--- config.mk ---
export PLATFORM = sky130hd
export DESIGN_NAME = fir_sym_mac
export DESIGN_NICKNAME = d
export VERILOG_FILES = /design/src/rtl/fir_pkg.sv /design/src/rtl/fir_preadd.sv /design/src/rtl/fir_sym_mac.sv
export SDC_FILE = /design/constraint.sdc
export NUM_CORES = 1
export LEC_CHECK = 0
export BUFFER_PORTS_ARGS = -buffer_cell sky130_fd_sc_hd__buf_2
export CAP_MARGIN = 20
export CORE_ASPECT_RATIO = 1.75
export CORE_UTILIZATION = 63
export DETAILED_ROUTE_END_ITERATION = 7
export PLACE_DENSITY_LB_ADDON = 0.2
export RECOVER_POWER = 100
export REMOVE_ABC_BUFFERS = 1
export SLEW_MARGIN = 15
export SYNTH_ARGS = -nofsm -noshare
export SYNTH_HDL_FRONTEND = slang
export SYNTH_HIERARCHICAL = 1
export SYNTH_SLANG_ARGS = --single-unit
--- constraint.sdc ---
create_clock -name clk -period 12.8 [get_ports clk]
set_input_delay 1.28 -clock clk [delete_from_list [all_inputs] [get_ports clk]]
set_output_delay 1.28 -clock clk [all_outputs]
set_load 0.02 [all_outputs]
--- src/rtl/fir_pkg.sv ---
`default_nettype none
// ============================================================================
// Module      : fir_pkg
// Description : Shared widths and FSM state encoding for the symmetric FIR
//               multiply-accumulate stage.
// Revision    : 1.0 - initial release
// ============================================================================
package fir_pkg;

    // Tap sample, coefficient and result widths
    localparam int DATA_W = 4;
    localparam int COEF_W = 4;
    localparam int OUT_W  = 11;

    // Clamp width applied to the final sum when FIR_SAT_EN is defined
    localparam int SAT_W  = 8;

    // Pre-added pair width (one extra bit absorbs the pair sum)
    localparam int PRE_W  = DATA_W + 1;

    // Full-precision product width of one coefficient times one pre-add
    localparam int PROD_W = PRE_W + COEF_W;

    // Controller states
    typedef enum logic [1:0] {
        IDLE = 2'd0,
        MAC  = 2'd1,
        HOLD = 2'd2
    } state_t;

endpackage : fir_pkg
`default_nettype wire

--- src/rtl/fir_preadd.sv ---
`default_nettype none
// ============================================================================
// Module      : fir_preadd
// Description : Combinational symmetric pre-adder. Folds the five tap samples
//               into two pair sums and a sign-extended centre tap.
// Revision    : 1.0 - initial release
// ============================================================================
module fir_preadd
    import fir_pkg::*;
(
    input  logic signed [DATA_W-1:0] x0,
    input  logic signed [DATA_W-1:0] x1,
    input  logic signed [DATA_W-1:0] x2,
    input  logic signed [DATA_W-1:0] x3,
    input  logic signed [DATA_W-1:0] x4,
    output logic signed [PRE_W-1:0]  p0,
    output logic signed [PRE_W-1:0]  p1,
    output logic signed [PRE_W-1:0]  p2
);

    // Explicitly sign-extended copies so the pair sums cannot wrap
    logic signed [PRE_W-1:0] w_x0_ext;
    logic signed [PRE_W-1:0] w_x1_ext;
    logic signed [PRE_W-1:0] w_x2_ext;
    logic signed [PRE_W-1:0] w_x3_ext;
    logic signed [PRE_W-1:0] w_x4_ext;

    assign w_x0_ext = {x0[DATA_W-1], x0};
    assign w_x1_ext = {x1[DATA_W-1], x1};
    assign w_x2_ext = {x2[DATA_W-1], x2};
    assign w_x3_ext = {x3[DATA_W-1], x3};
    assign w_x4_ext = {x4[DATA_W-1], x4};

    // Outer pair, inner pair and centre tap
    assign p0 = w_x0_ext + w_x4_ext;
    assign p1 = w_x1_ext + w_x3_ext;
    assign p2 = w_x2_ext;

endmodule : fir_preadd
`default_nettype wire

--- src/rtl/fir_sym_mac.sv ---
`default_nettype none
// ============================================================================
// Module      : fir_sym_mac
// Description : Symmetric 5-tap FIR arithmetic stage. Computes
//               y = c0*(x0+x4) + c1*(x1+x3) + c2*x2 with a single multiplier
//               time-shared over three cycles, valid/ready on both sides.
//               Optional macro FIR_SAT_EN clamps the result to SAT_W bits.
// Revision    : 1.0 - initial release
// ============================================================================
module fir_sym_mac
    import fir_pkg::*;
(
    input  logic                     clk,
    input  logic                     rst,
    input  logic                     in_valid,
    output logic                     in_ready,
    input  logic signed [DATA_W-1:0] x0,
    input  logic signed [DATA_W-1:0] x1,
    input  logic signed [DATA_W-1:0] x2,
    input  logic signed [DATA_W-1:0] x3,
    input  logic signed [DATA_W-1:0] x4,
    input  logic signed [COEF_W-1:0] c0,
    input  logic signed [COEF_W-1:0] c1,
    input  logic signed [COEF_W-1:0] c2,
    output logic                     out_valid,
    input  logic                     out_ready,
    output logic signed [OUT_W-1:0]  y
);

    // ------------------------------------------------------------------
    // State
    // ------------------------------------------------------------------
    state_t                  r_state;
    logic [1:0]              r_idx;
    logic signed [PRE_W-1:0] r_p0;
    logic signed [PRE_W-1:0] r_p1;
    logic signed [PRE_W-1:0] r_p2;
    logic signed [COEF_W-1:0] r_c0;
    logic signed [COEF_W-1:0] r_c1;
    logic signed [COEF_W-1:0] r_c2;
    logic signed [OUT_W-1:0] r_acc;
    logic signed [OUT_W-1:0] r_y;
    logic                    r_out_valid;

    // ------------------------------------------------------------------
    // Combinational datapath
    // ------------------------------------------------------------------
    logic signed [PRE_W-1:0]  w_p0;
    logic signed [PRE_W-1:0]  w_p1;
    logic signed [PRE_W-1:0]  w_p2;
    logic signed [PRE_W-1:0]  w_pre;
    logic signed [COEF_W-1:0] w_coef;
    logic signed [PROD_W-1:0] w_prod;
    logic signed [OUT_W-1:0]  w_prod_ext;
    logic signed [OUT_W-1:0]  w_acc_base;
    logic signed [OUT_W-1:0]  w_sum;
    logic signed [OUT_W-1:0]  w_final;
    logic                     w_accept;

    fir_preadd u_preadd (
        .x0 (x0),
        .x1 (x1),
        .x2 (x2),
        .x3 (x3),
        .x4 (x4),
        .p0 (w_p0),
        .p1 (w_p1),
        .p2 (w_p2)
    );

    // A new vector may enter from IDLE, or from HOLD in the same cycle the
    // pending result is taken, which gives back-to-back operation.
    assign in_ready  = (r_state == IDLE) || ((r_state == HOLD) && out_ready);
    assign w_accept  = in_valid && in_ready;
    assign out_valid = r_out_valid;
    assign y         = r_y;

    // Select the coefficient / pre-add pair for the current MAC step
    always_comb begin
        w_pre  = '0;
        w_coef = '0;
        case (r_idx)
            2'd0: begin
                w_pre  = r_p0;
                w_coef = r_c0;
            end
            2'd1: begin
                w_pre  = r_p1;
                w_coef = r_c1;
            end
            2'd2: begin
                w_pre  = r_p2;
                w_coef = r_c2;
            end
            default: begin
                w_pre  = '0;
                w_coef = '0;
            end
        endcase
    end

    // Single shared signed multiplier; the first step restarts the sum
    assign w_prod     = w_coef * w_pre;
    assign w_prod_ext = {{(OUT_W-PROD_W){w_prod[PROD_W-1]}}, w_prod};
    assign w_acc_base = (r_idx == 2'd0) ? '0 : r_acc;
    assign w_sum      = w_acc_base + w_prod_ext;

`ifdef FIR_SAT_EN
    localparam logic signed [OUT_W-1:0] SAT_MAX = OUT_W'((1 <<< (SAT_W-1)) - 1);
    localparam logic signed [OUT_W-1:0] SAT_MIN = OUT_W'(-(1 <<< (SAT_W-1)));

    // Clamp the completed sum into the narrower signed range
    always_comb begin
        w_final = w_sum;
        if (w_sum > SAT_MAX) begin
            w_final = SAT_MAX;
        end else if (w_sum < SAT_MIN) begin
            w_final = SAT_MIN;
        end
    end
`else
    assign w_final = w_sum;
`endif

    // Controller, operand capture, accumulator and output register
    always_ff @(posedge clk) begin
        if (rst) begin
            r_state     <= IDLE;
            r_idx       <= 2'd0;
            r_p0        <= '0;
            r_p1        <= '0;
            r_p2        <= '0;
            r_c0        <= '0;
            r_c1        <= '0;
            r_c2        <= '0;
            r_acc       <= '0;
            r_y         <= '0;
            r_out_valid <= 1'b0;
        end else begin
            case (r_state)
                IDLE: begin
                    if (w_accept) begin
                        r_p0    <= w_p0;
                        r_p1    <= w_p1;
                        r_p2    <= w_p2;
                        r_c0    <= c0;
                        r_c1    <= c1;
                        r_c2    <= c2;
                        r_idx   <= 2'd0;
                        r_state <= MAC;
                    end
                end

                MAC: begin
                    r_acc <= w_sum;
                    if (r_idx == 2'd2) begin
                        r_y         <= w_final;
                        r_out_valid <= 1'b1;
                        r_idx       <= 2'd0;
                        r_state     <= HOLD;
                    end else begin
                        r_idx <= r_idx + 2'd1;
                    end
                end

                HOLD: begin
                    if (out_ready) begin
                        r_out_valid <= 1'b0;
                        if (w_accept) begin
                            r_p0    <= w_p0;
                            r_p1    <= w_p1;
                            r_p2    <= w_p2;
                            r_c0    <= c0;
                            r_c1    <= c1;
                            r_c2    <= c2;
                            r_idx   <= 2'd0;
                            r_state <= MAC;
                        end else begin
                            r_state <= IDLE;
                        end
                    end
                end

                default: begin
                    r_state     <= IDLE;
                    r_idx       <= 2'd0;
                    r_out_valid <= 1'b0;
                end
            endcase
        end
    end

endmodule : fir_sym_mac
`default_nettype wire

Yosys cells after proc, flatten, opt, wreduce, memory -nomap -nowiden:

Cells that the tools add are included.

* register bits after elaboration: 54
* input port bits: 36
* output and inout bits: 13
* logic and storage cells: 67

* $add $sub $neg: 4
* $mul: 1
* equality and inequality tests: 7
* multiplexer cells: 33
* bitwise logic cells: 1
* reductions and logical operators: 10

Operators by type and width (number)
* $mux W5: 6
* $pmux W5 S2: 3
* $mux W4: 6
* $pmux W4 S2: 3
* $pmux W5 S3: 1
* $mux W2: 6
* $pmux W2 S3: 2
* $pmux W4 S3: 1
* $add A11 B9 Y11: 1
* $mux W11: 1
* $add A4 B4 Y5: 2
* $mul A4 B5 Y9: 1
* $ne A2 B2 Y1 const B: 3
* $reduce_and A3 Y1: 2
* $eq A2 B1 Y1 const B: 2
* $eq A2 B2 Y1 const B: 2
* $logic_not A2 Y1: 2
* $reduce_and A2 Y1: 2
* $mux W1: 3
* $pmux W1 S3: 1
* $add A2 B1 Y2 const B: 1
* $logic_and A1 B1 Y1: 2
* $reduce_bool A2 Y1: 1
* $logic_or A1 B1 Y1: 1
* $not A1 Y1: 1

Longest topological paths before layout:

Gate-level depths: netlist (run 1).

* depth in word-level cells: 7
* gate-level depth with buffers: 19
* gate-level depth less buffers: 18

Cells and area by module:

Netlist (run 1), hierarchy kept.

Modules (own cells, without submodules)
* fir_sym_mac: times used 1, cells an instance 432, area each 3458.3 µm², seq. area each 1081.0 µm²
* fir_preadd: times used 1, cells an instance 37, area each 312.8 µm², seq. area each 0.0 µm²

Worst setup path before layout (run 1):

Ideal clock, no wire load.

* path type: register to register
* from: reg r_idx[1]
* to: reg r_acc[10]
* data arrival time: 4.353 ns
* data required time: 12.669 ns
* setup slack: 8.317 ns
* stages on the path, launching flop included: 17
* buffers on the path: 1
* clock period less this slack: 4.483 ns
* cells stage by stage: dfxtp_1 clkbuf_1 mux2i_1 nor2_1 a21oi_1 nand2_1 fa_1 fa_1 fa_1 inv_1 fa_1 a211oi_1 o211ai_1 nand2_1 xnor3_1 nand2_1 a21oi_2

* longest elaborated chain between the ends: 4
* elaborated cells between the ends (all ways): 8
* those cells by class: add/sub: 1; mul: 1; eq/ne: 2; mux: 3; reduce/logical: 1

RTL lines
* from (decl): RTL line fir_sym_mac.sv:34 `logic [1:0] r_idx;`
* from (signal assigned): RTL line fir_sym_mac.sv:162 `r_idx <= r_idx + 2'd1;`
* $eq A2 B2 Y1, or another cell as far along: RTL line fir_sym_mac.sv:82 `case (r_idx)`
* $pmux W4 S3 / $pmux W5 S3 (equally long branches): RTL line fir_sym_mac.sv:82
* $mul A4 B5 Y9: RTL line fir_sym_mac.sv:103 `assign w_prod = w_coef * w_pre;`
* $add A11 B9 Y11 (*): RTL line fir_sym_mac.sv:106 `assign w_sum = w_acc_base + w_prod_ext;`
* to (signal assigned): RTL line fir_sym_mac.sv:155 `r_acc <= w_sum;`
* to (decl): RTL line fir_sym_mac.sv:41 `logic signed [OUT_W-1:0] r_acc;`

Every way passes the cells marked *; elsewhere a longest branch is shown, timed or not.
A chain may end at the register's enable or synchronous reset.

Worst setup path after layout (run 1):

* from: reg r_idx[0]
* to: reg r_acc[10]

Same word-level chain as after synthesis.

==> impl_metrics.ini, run 1 <==
[outcome]
status = finished, violations left
violations = max-capacitance violations, max-slew violations

[logic_synthesis]
yosys.cell_types.count = 37
synth_flop_cell = dfxtp_1
ys_top_cells_by_area = dfxtp_1 (29%), fa_1 (13%), ha_1 (10%)
synth_mux_area_frac = 0.0325
netlist_instances = 469
synth_top_cell_by_area = dfxtp_1
syn_area_um2 = 3770
synthArstFlopShare = 0
synth_top_area_share = 0.287
yosysMostFrequentCell = nand2_1
ys_seq_area_frac = 0.287
ys_warn_count = 6
netlist_top_cells_count = nand2_1 (98), a21oi_1 (63), dfxtp_1 (54)
synth-compound-area-share = 0.144
syn_area_per_cell_um2 = 8.04
synth_xor_area_frac = 0.0315
synth_seq_cells = 54
synth_top_family_by_area = adder cells
synth_edf_count = 0
yosys.area_share.simple = 0.190
yosys.area_share.adder = 0.227

[floorplan]
ios = 49
die_y_um = 104
core_um2 = 5680
dieArea_um2 = 6310
core.rowCount = 36
start_util = 0.664
die_width_um = 60.5

[power]
pwr-share-clk = 0.306
ir_worst_vdd_mv = 0.0726
power_density_nw_per_um2 = 95.3
p_comb_frac = 0.219
pwr-share-seq = 0.475
p_sw_frac = 0.303
total_leakage_power_uw = 0.00181
power.net_switching_uw = 117
internal_power_uw = 270

[layout]
fin_util = 0.716
antenna_cells = 0
drive_gt1_frac = 0.104
layout.nets = 590
synthToLayoutAreaGrowth_pct = 7.80

[route]
drt_wl_total_mm = 7.37
vias_per_cell = 5.36
dr_total_vias = 3090
drt_first_pass_iters = 4
wl_per_cell_um = 12.8
drt-initial-drc-count = 89
ant_nets = 0
drc = 0

[timing]
slew_headroom = -0.612
whs_ns = 0.458
hold_viol = 0
finalMaxSlewViolations = 57
setup_slack_ns = 7.72
clock_skew_ns = 0.00735
rsz0062_at_grt = no
fmax_mhz = 197
worst_pin_slew_ns = 2.42
setup_viol = 0
tns_ns = 0
final.min_clock_period_ns = 5.08
finalCritPeriodShare = 0.397

[worst_hold_path]
hold_path.class = reg -> reg
holdPathStages = 2

[place]
port_buffers = 48
place_congestion = 0.839
place_ws_ns = 7.84
hpwl_mm = 5.76

[global_routing]
grt_use_met3 = 0.0398
grt.overflow.total = 0
grt_pass1_wl_mm = 12.5
grt_max_degree = 57
grt_pass1_vias = 2997
use_met1 = 0.271
antenna_found_initial = 0
grt_util_all_layers = 0.256
busiest_layer = met2
gr-usage-met2 = 0.480

[setup_path]
cp-end-kind = flop
path_max_fanout = 18
crit_path_frequent_cell = fa_1
max_stage_delay_ns = 0.78
cp.buffers_inverters = 1
cp_cell_sequence = mux2i_1 -> nor2_1 -> a21oi_1 -> nand2b_1 -> fa_1 -> fa_1 -> fa_1 -> inv_1 -> fa_1 -> a211oi_1 -> o211ai_1 -> nand2_1 -> xnor3_1 -> nand2_1 -> a21oi_1
required_ns = 12.89
critPathTopFamily = adder cells
rr_worst_depth = 15
cp_data_arrival_time_ns = 5.17
cp_slowest_cell = dfxtp_1
start_kind = flop
cp.depth = 15
critPathKind = reg -> reg

[run]
cap_violations = 1

[cts]
cts_hold_buf = 0
postCtsSetupRepairBufs = 0
cts-root-buf = clkbuf_8
clock_sinks = 54
ctsResizeCount = 0
h-tree-depth = 2
clock_tree.buffer_depth = 2
numCtsBuffers = 5
cts_tree = done
path_clk_slew_ns = 0.10
clk-insertion-delay-late_ns = 0.31
-- power by group through the flow --
| stage | registers, uW | clock network [uW] | logic [uW] |
|---|---|---|---|
| after global routing | 185 | 125 | 97.9 |
| final | 184 | 119 | 85.0 |
| after global placement | 187 | 0 | 82.3 |
| after floorplan | 186 | 0 | 62.3 |
| after CTS | 184 | 119 | 85.6 |
| after detailed placement | 188 | 0 | 85.5 |
-- through the flow --
stage | instance area, um2 | instances | power [uW]
after floorplan | 3630 | 444 | 248
after global placement | 3980 | 569 | 270
after detailed placement | 3980 | 569 | 273
after CTS | 4090 | 577 | 389
after global routing | 4070 | 577 | 408
final | 4070 | 577 | 388
-- final cells by class --
class                   count  area (um2)
multi-input cells         339        2360
clock buffers               5        68.8
inverters                  51         191
flip-flops and latches     54        1080
repair buffers             49         228
well taps                  76        95.1
fillers                   496        1610
clock inverters             3        45.0
-- sequential cells by signal, indices dropped and copies added, names as in the netlist --
register,flops
r_acc,11
y,11
r_p0,5
r_p1,5
r_p2,5
r_c0,4
r_c1,4
r_c2,4
r_idx,2
r_state,2
out_valid,1
-- worst reg2reg max path: cells and delay by family (launching register included) --
kind	cells	cell delay, ns
AOI/OAI and AO/OA	4	0.99
xor gates and xnor gates	1	0.31
DFF	1	0.78
muxes	1	0.28
buffers and inverters	1	0.07
adders and majority gates	4	1.99
and+or+nand+nor	4	0.44
-- layout by cell type, fill, tap and decap left out, drive strengths merged, types with 3 or more instances in the layout --
master,Yosys,routed
xnor2,11,11
dfxtp,54,54
mux2i,10,10
nor2,36,36
a21oi,65,65
nand2,98,98
nand3,3,3
clkbuf,13,19
a211oi,5,5
nand2b,4,4
nor2b,18,18
o21ai,7,7
ha,30,30
a21o,4,4
buf,12,35
fa,24,24
inv,51,51
o21a,3,3
-- path summary, 6_finish.rpt --
path,end,slack (ns),start
worst max-delay path,r_acc[10],7.72,r_idx[0]
worst min register to register,y[6],0.46,y[6]
worst max register to register,r_acc[10],7.72,r_idx[0]
worst min-delay path,y[6],0.46,y[6]
-- cell families after synthesis --
kind of cell / count (synthesis)
xor gates and xnor gates: 12
muxes: 12
DFF: 54
adders and majority gates: 54
buffers and inverters: 76
AOI/OAI and AO/OA: 93
and+or+nand+nor: 168
-- layer usage --
metal,up-vias,share of wire
met2,66,0.56
met3,13,0.031
met1,1452,0.39
met4,0,0.025
met5,-,0
li1,1559,-
Power figures use the tool's default switching activity.
==> run 2, diff against run 1 <==
Settings changed: CORE_UTILIZATION 63 to 59.
Clock period 12.8 ns to 5.2 ns, I/O delays scaled along.
==> impl_metrics.ini, run 2 (same netlist as run 1, synthesis figures left out) <==
[timing]
whs_ns = 0.425
fmax_mhz = 209
final.min_clock_period_ns = 4.79
clock_skew_ns = 0.0126
hold_viol = 0
rsz0062_at_grt = no
worst_pin_slew_ns = 1.25
finalCritPeriodShare = 0.921
tns_ns = 0
setup_viol = 0
finalMaxSlewViolations = 0
slew_headroom = 0.166

[place]
place_congestion = 0.875
port_buffers = 48
dp.cells = 576
dpl_cell_area_um2 = 4000
hpwl_mm = 5.99

[route]
wl_per_cell_um = 13.1
drt_first_pass_iters = 4
dr_total_vias = 3061
drc = 0
vias_per_cell = 5.24
drt-initial-drc-count = 134
drt_wl_total_mm = 7.63
ant_nets = 0

[setup_path]
start_kind = flop
cp_data_arrival_time_ns = 4.99
max_stage_delay_ns = 0.54
cp-end-kind = flop
critPathKind = reg -> reg
path_max_fanout = 16
cp_slowest_cell = fa_1
crit_path_frequent_cell = fa_1
required_ns = 5.40
cp_cell_sequence = buf_4 -> mux2i_1 -> nor2_1 -> a21oi_1 -> nand2b_1 -> fa_1 -> fa_1 -> fa_1 -> inv_1 -> fa_1 -> a211oi_1 -> o211ai_1 -> nand2_1 -> xnor3_1 -> nand2_1 -> a21oi_2
cp.buffers_inverters = 2
reg2reg_setup_slack_ns = 0.41
critPathTopFamily = adder cells

[layout]
antenna_cells = 0
final_cell_count_no_fill = 584
drive_gt1_frac = 0.111
final_common_cell = nand2_1
layout.nets = 593
final_cell_mix = nand2_1 (98), a21oi_1 (64), dfxtp_1 (54), inv_1 (51)
fin_util = 0.664
design_area_um2 = 4100
synthToLayoutAreaGrowth_pct = 8.83

[cts]
numCtsBuffers = 5
cts-root-buf = clkbuf_8
cts_hold_buf = 0
clk-insertion-delay-late_ns = 0.32
path_clk_slew_ns = 0.10
cts_tree = done
clock_tree.buffer_depth = 2
h-tree-depth = 2
clock_sinks = 54

[global_routing]
grt_max_degree = 57
antenna_found_initial = 0
grt_util_all_layers = 0.254
grt.overflow.total = 0
grt_pass1_wl_mm = 13.4
grt_pass1_vias = 3108

[floorplan]
core_um2 = 6180
die_y_um = 108
start_util = 0.610
core.rowCount = 38
die_width_um = 62.4
ios = 49
dieArea_um2 = 6730

[power]
power_density_nw_per_um2 = 235
ir_worst_vdd_mv = 0.199
total_leakage_power_uw = 0.00183

[worst_hold_path]
hold_path.class = in -> reg

[run]
cap_violations = 0

[outcome]
status = completed
## run 2: cell count changes in the layout (fill, tap and decap cells not counted)
cell,delta
clkbuf_1,-1
clkinvlp_4,-2
inv_6,+2
buf_4,+4
nor2b_4,+1
and2_0,+1
nor2b_2,-1
and2_1,-1
## run 2: worst min-delay path, cell delays in order
cell and delay (ns):
buf_2 0.09, nand2_1 0.05, a21oi_1 0.05
## run 2: worst paths after layout
check,startpoint,to,cells past startpoint
worst max-delay path,r_idx[0],r_acc[10],16
worst min-delay path,c0[1],r_c0[1],3
worst max register to register,r_idx[0],r_acc[10],16
worst min register to register,r_acc[0],r_acc[0],2
## run 2: repair_timing
action | in CTS | in global routing
setup endpoints to repair | 0 | 1
resized for setup | 0 | 1
buffers inserted | 0 | 0
## run 2: cell type report
class,instances,area (um2)
fill,587,2080
inverter,51,191
tap,80,100
timing repair buffer,52,254
clock inverter,3,47.5
multi-input combinational,339,2360
sequential,54,1080
clock buffer,5,68.8
## run 2: where the power goes
group	switching [uW]	internal [uW]	total, uW
Clock	150	147	297
Sequential	13.9	435	449
Combinational	129	88.3	217
Total	293	670	963
## run 2: through the flow
step	setup slack [ns]	power [uW]
2_1_floorplan	0.694	610
3_3_place_gp	0.497	667
3_5_place_dp	0.351	676
4_1_cts	0.327	969
5_1_grt	0.0777	1020
6_report	0.411	963
## run 2: per-layer routing
metal	vias up	track usage	routed length, um
met2	63	0.505	4340
met5	-	0	0
met4	0	0.106	197
met1	1418	0.250	2860
met3	15	0.0424	224
li1	1565	-	-
==> run 3, diff against run 2 <==
Settings changed: PLACE_DENSITY set to 0.87, PLACE_DENSITY_LB_ADDON 0.2 to unset, RECOVER_POWER 100 to unset.
==> impl_metrics.ini, run 3 (same netlist as run 1, synthesis figures left out) <==
[power]
pwr-share-clk = 0.264
total_power_uw = 912
internal_power_uw = 622
pwr-share-seq = 0.494
total_leakage_power_uw = 0.00187
p_comb_frac = 0.242
p_sw_frac = 0.318
ir_worst_vdd_mv = 0.173
power.net_switching_uw = 290
power_density_nw_per_um2 = 223

[layout]
n_fill_cell = 516
drive_gt1_frac = 0.137
final_cell_mix = nand2_1 (98), a21oi_1 (63), dfxtp_1 (54), inv_1 (51), buf_2 (48)
final_common_cell = nand2_1
layout.nets = 593
antenna_cells = 0
final_cell_count_no_fill = 584
synthToLayoutAreaGrowth_pct = 8.49

[cts]
clock_tree.buffer_depth = 2
postCtsSetupRepairBufs = 0
h-tree-depth = 2
clock_sinks = 54
cts_tree = done
clk-insertion-delay-late_ns = 0.32
cts_hold_buf = 0
cts-root-buf = clkbuf_8
ctsResizeCount = 0
numCtsBuffers = 5
path_clk_slew_ns = 0.10

[setup_path]
start_kind = flop
cp.buffers_inverters = 3
cp_data_arrival_time_ns = 5.05
critPathTopFamily = adder cells
cp-end-kind = flop
critPathKind = reg -> reg
cp_cell_sequence = mux2i_1 -> nor2_1 -> a21oi_1 -> inv_1 -> fa_1 -> inv_1 -> fa_1 -> fa_1 -> inv_1 -> fa_1 -> a211oi_1 -> o211ai_1 -> nand2_1 -> xnor3_1 -> nand2_1 -> a21oi_2
crit_path_frequent_cell = fa_1
required_ns = 5.38
path_max_fanout = 8
max_stage_delay_ns = 0.57
cp_slowest_cell = dfxtp_1

[place]
hpwl_mm = 6.26
dp.cells = 576
port_buffers = 48
place_congestion = 0.870

[timing]
slew_headroom = 0.405
finalCritPeriodShare = 0.935
whs_ns = 0.423
final.min_clock_period_ns = 4.86
fmax_mhz = 206
rsz0062_at_grt = no
setup_viol = 0
tns_ns = 0
clock_skew_ns = 0.0104
hold_viol = 0
worst_pin_slew_ns = 0.893
finalMaxSlewViolations = 0

[route]
ant_nets = 0
wl_per_cell_um = 13.6
drt_wl_total_mm = 7.93
drt_first_pass_iters = 5
drt-initial-drc-count = 171
vias_per_cell = 5.38
dr_total_vias = 3142
drc = 0

[floorplan]
core.rowCount = 38
dieArea_um2 = 6730
core_um2 = 6180
die_width_um = 62.4
start_util = 0.610
die_y_um = 108
ios = 49

[global_routing]
grt_pass1_vias = 3160
antenna_found_initial = 0
grt_max_degree = 57
grt_pass1_wl_mm = 13.6
grt_util_all_layers = 0.259
grt.overflow.total = 0

[run]
cap_violations = 0

[worst_hold_path]
hold_path.class = in -> reg

[outcome]
status = completed
## run 3: cell count changes in the layout (fill, tap and decap cells not counted)
cell        before  now
clkinvlp_4       0    1
nor2b_2          0    1
a21oi_2          1    2
and2_0           1    0
bufinv_16        1    0
nor2b_4          1    0
clkbuf_1        13    1
a21oi_1         64   63
buf_2           35   48
inv_6            2    1
and2_1           1    2
## run 3: per-stage QoR
step | util | worst slack [ns] | area [um2]
3_3_place_gp | 0.648 | 0.552 | 4000
3_5_place_dp | 0.648 | 0.419 | 4000
4_1_cts | 0.662 | 0.397 | 4090
6_report | 0.662 | 0.337 | 4090
2_1_floorplan | - | 0.694 | 3630
5_1_grt | 0.662 | 0.108 | 4090
## run 3: final timing paths
check	endpoint	startpoint	slack, ns	cells after the start
max	y[10]	r_idx[0]	0.34	16
min	r_c2[3]	c2[3]	0.42	3
max reg2reg	y[10]	r_idx[0]	0.34	16
min reg2reg	y[6]	y[6]	0.45	2
## run 3: per-layer routing
layer  vias to the layer above  global-route usage  share of wire
li1                       1566                   -              -
met1                      1468               0.246           0.35
met2                        79               0.509           0.58
met3                        29              0.0318          0.028
met4                         0               0.161          0.047
met5                         -                   0              0
## run 3: worst reg2reg max path: cells and delay by family (launching register included)
| family | cells | cell delay, ns |
|---|---|---|
| simple gates | 3 | 0.26 |
| mux | 1 | 0.24 |
| compound gates | 4 | 1.01 |
| fa+ha+maj | 4 | 2.06 |
| flops | 1 | 0.57 |
| buf+inv | 3 | 0.28 |
| xor+xnor | 1 | 0.31 |
## run 3: cell type report
type	count	area [um2]	area share
clock inverter	2	16.3	0.00398
clock buffer	6	72.6	0.0177
timing repair buffer	52	270	0.0661
tap	80	100	0.0245
inverter	51	191	0.0468
multi-input combinational	339	2360	0.577
sequential	54	1080	0.264
## run 3: power by group through the flow
stage               Sequential [uW]  Combinational (uW)  Clock, uW
finish                          450                 221        241
CTS                             450                 222        240
detailed placement              460                 220          0
floorplan                       457                 153          0
global placement                459                 207          0
global route                    453                 252        263
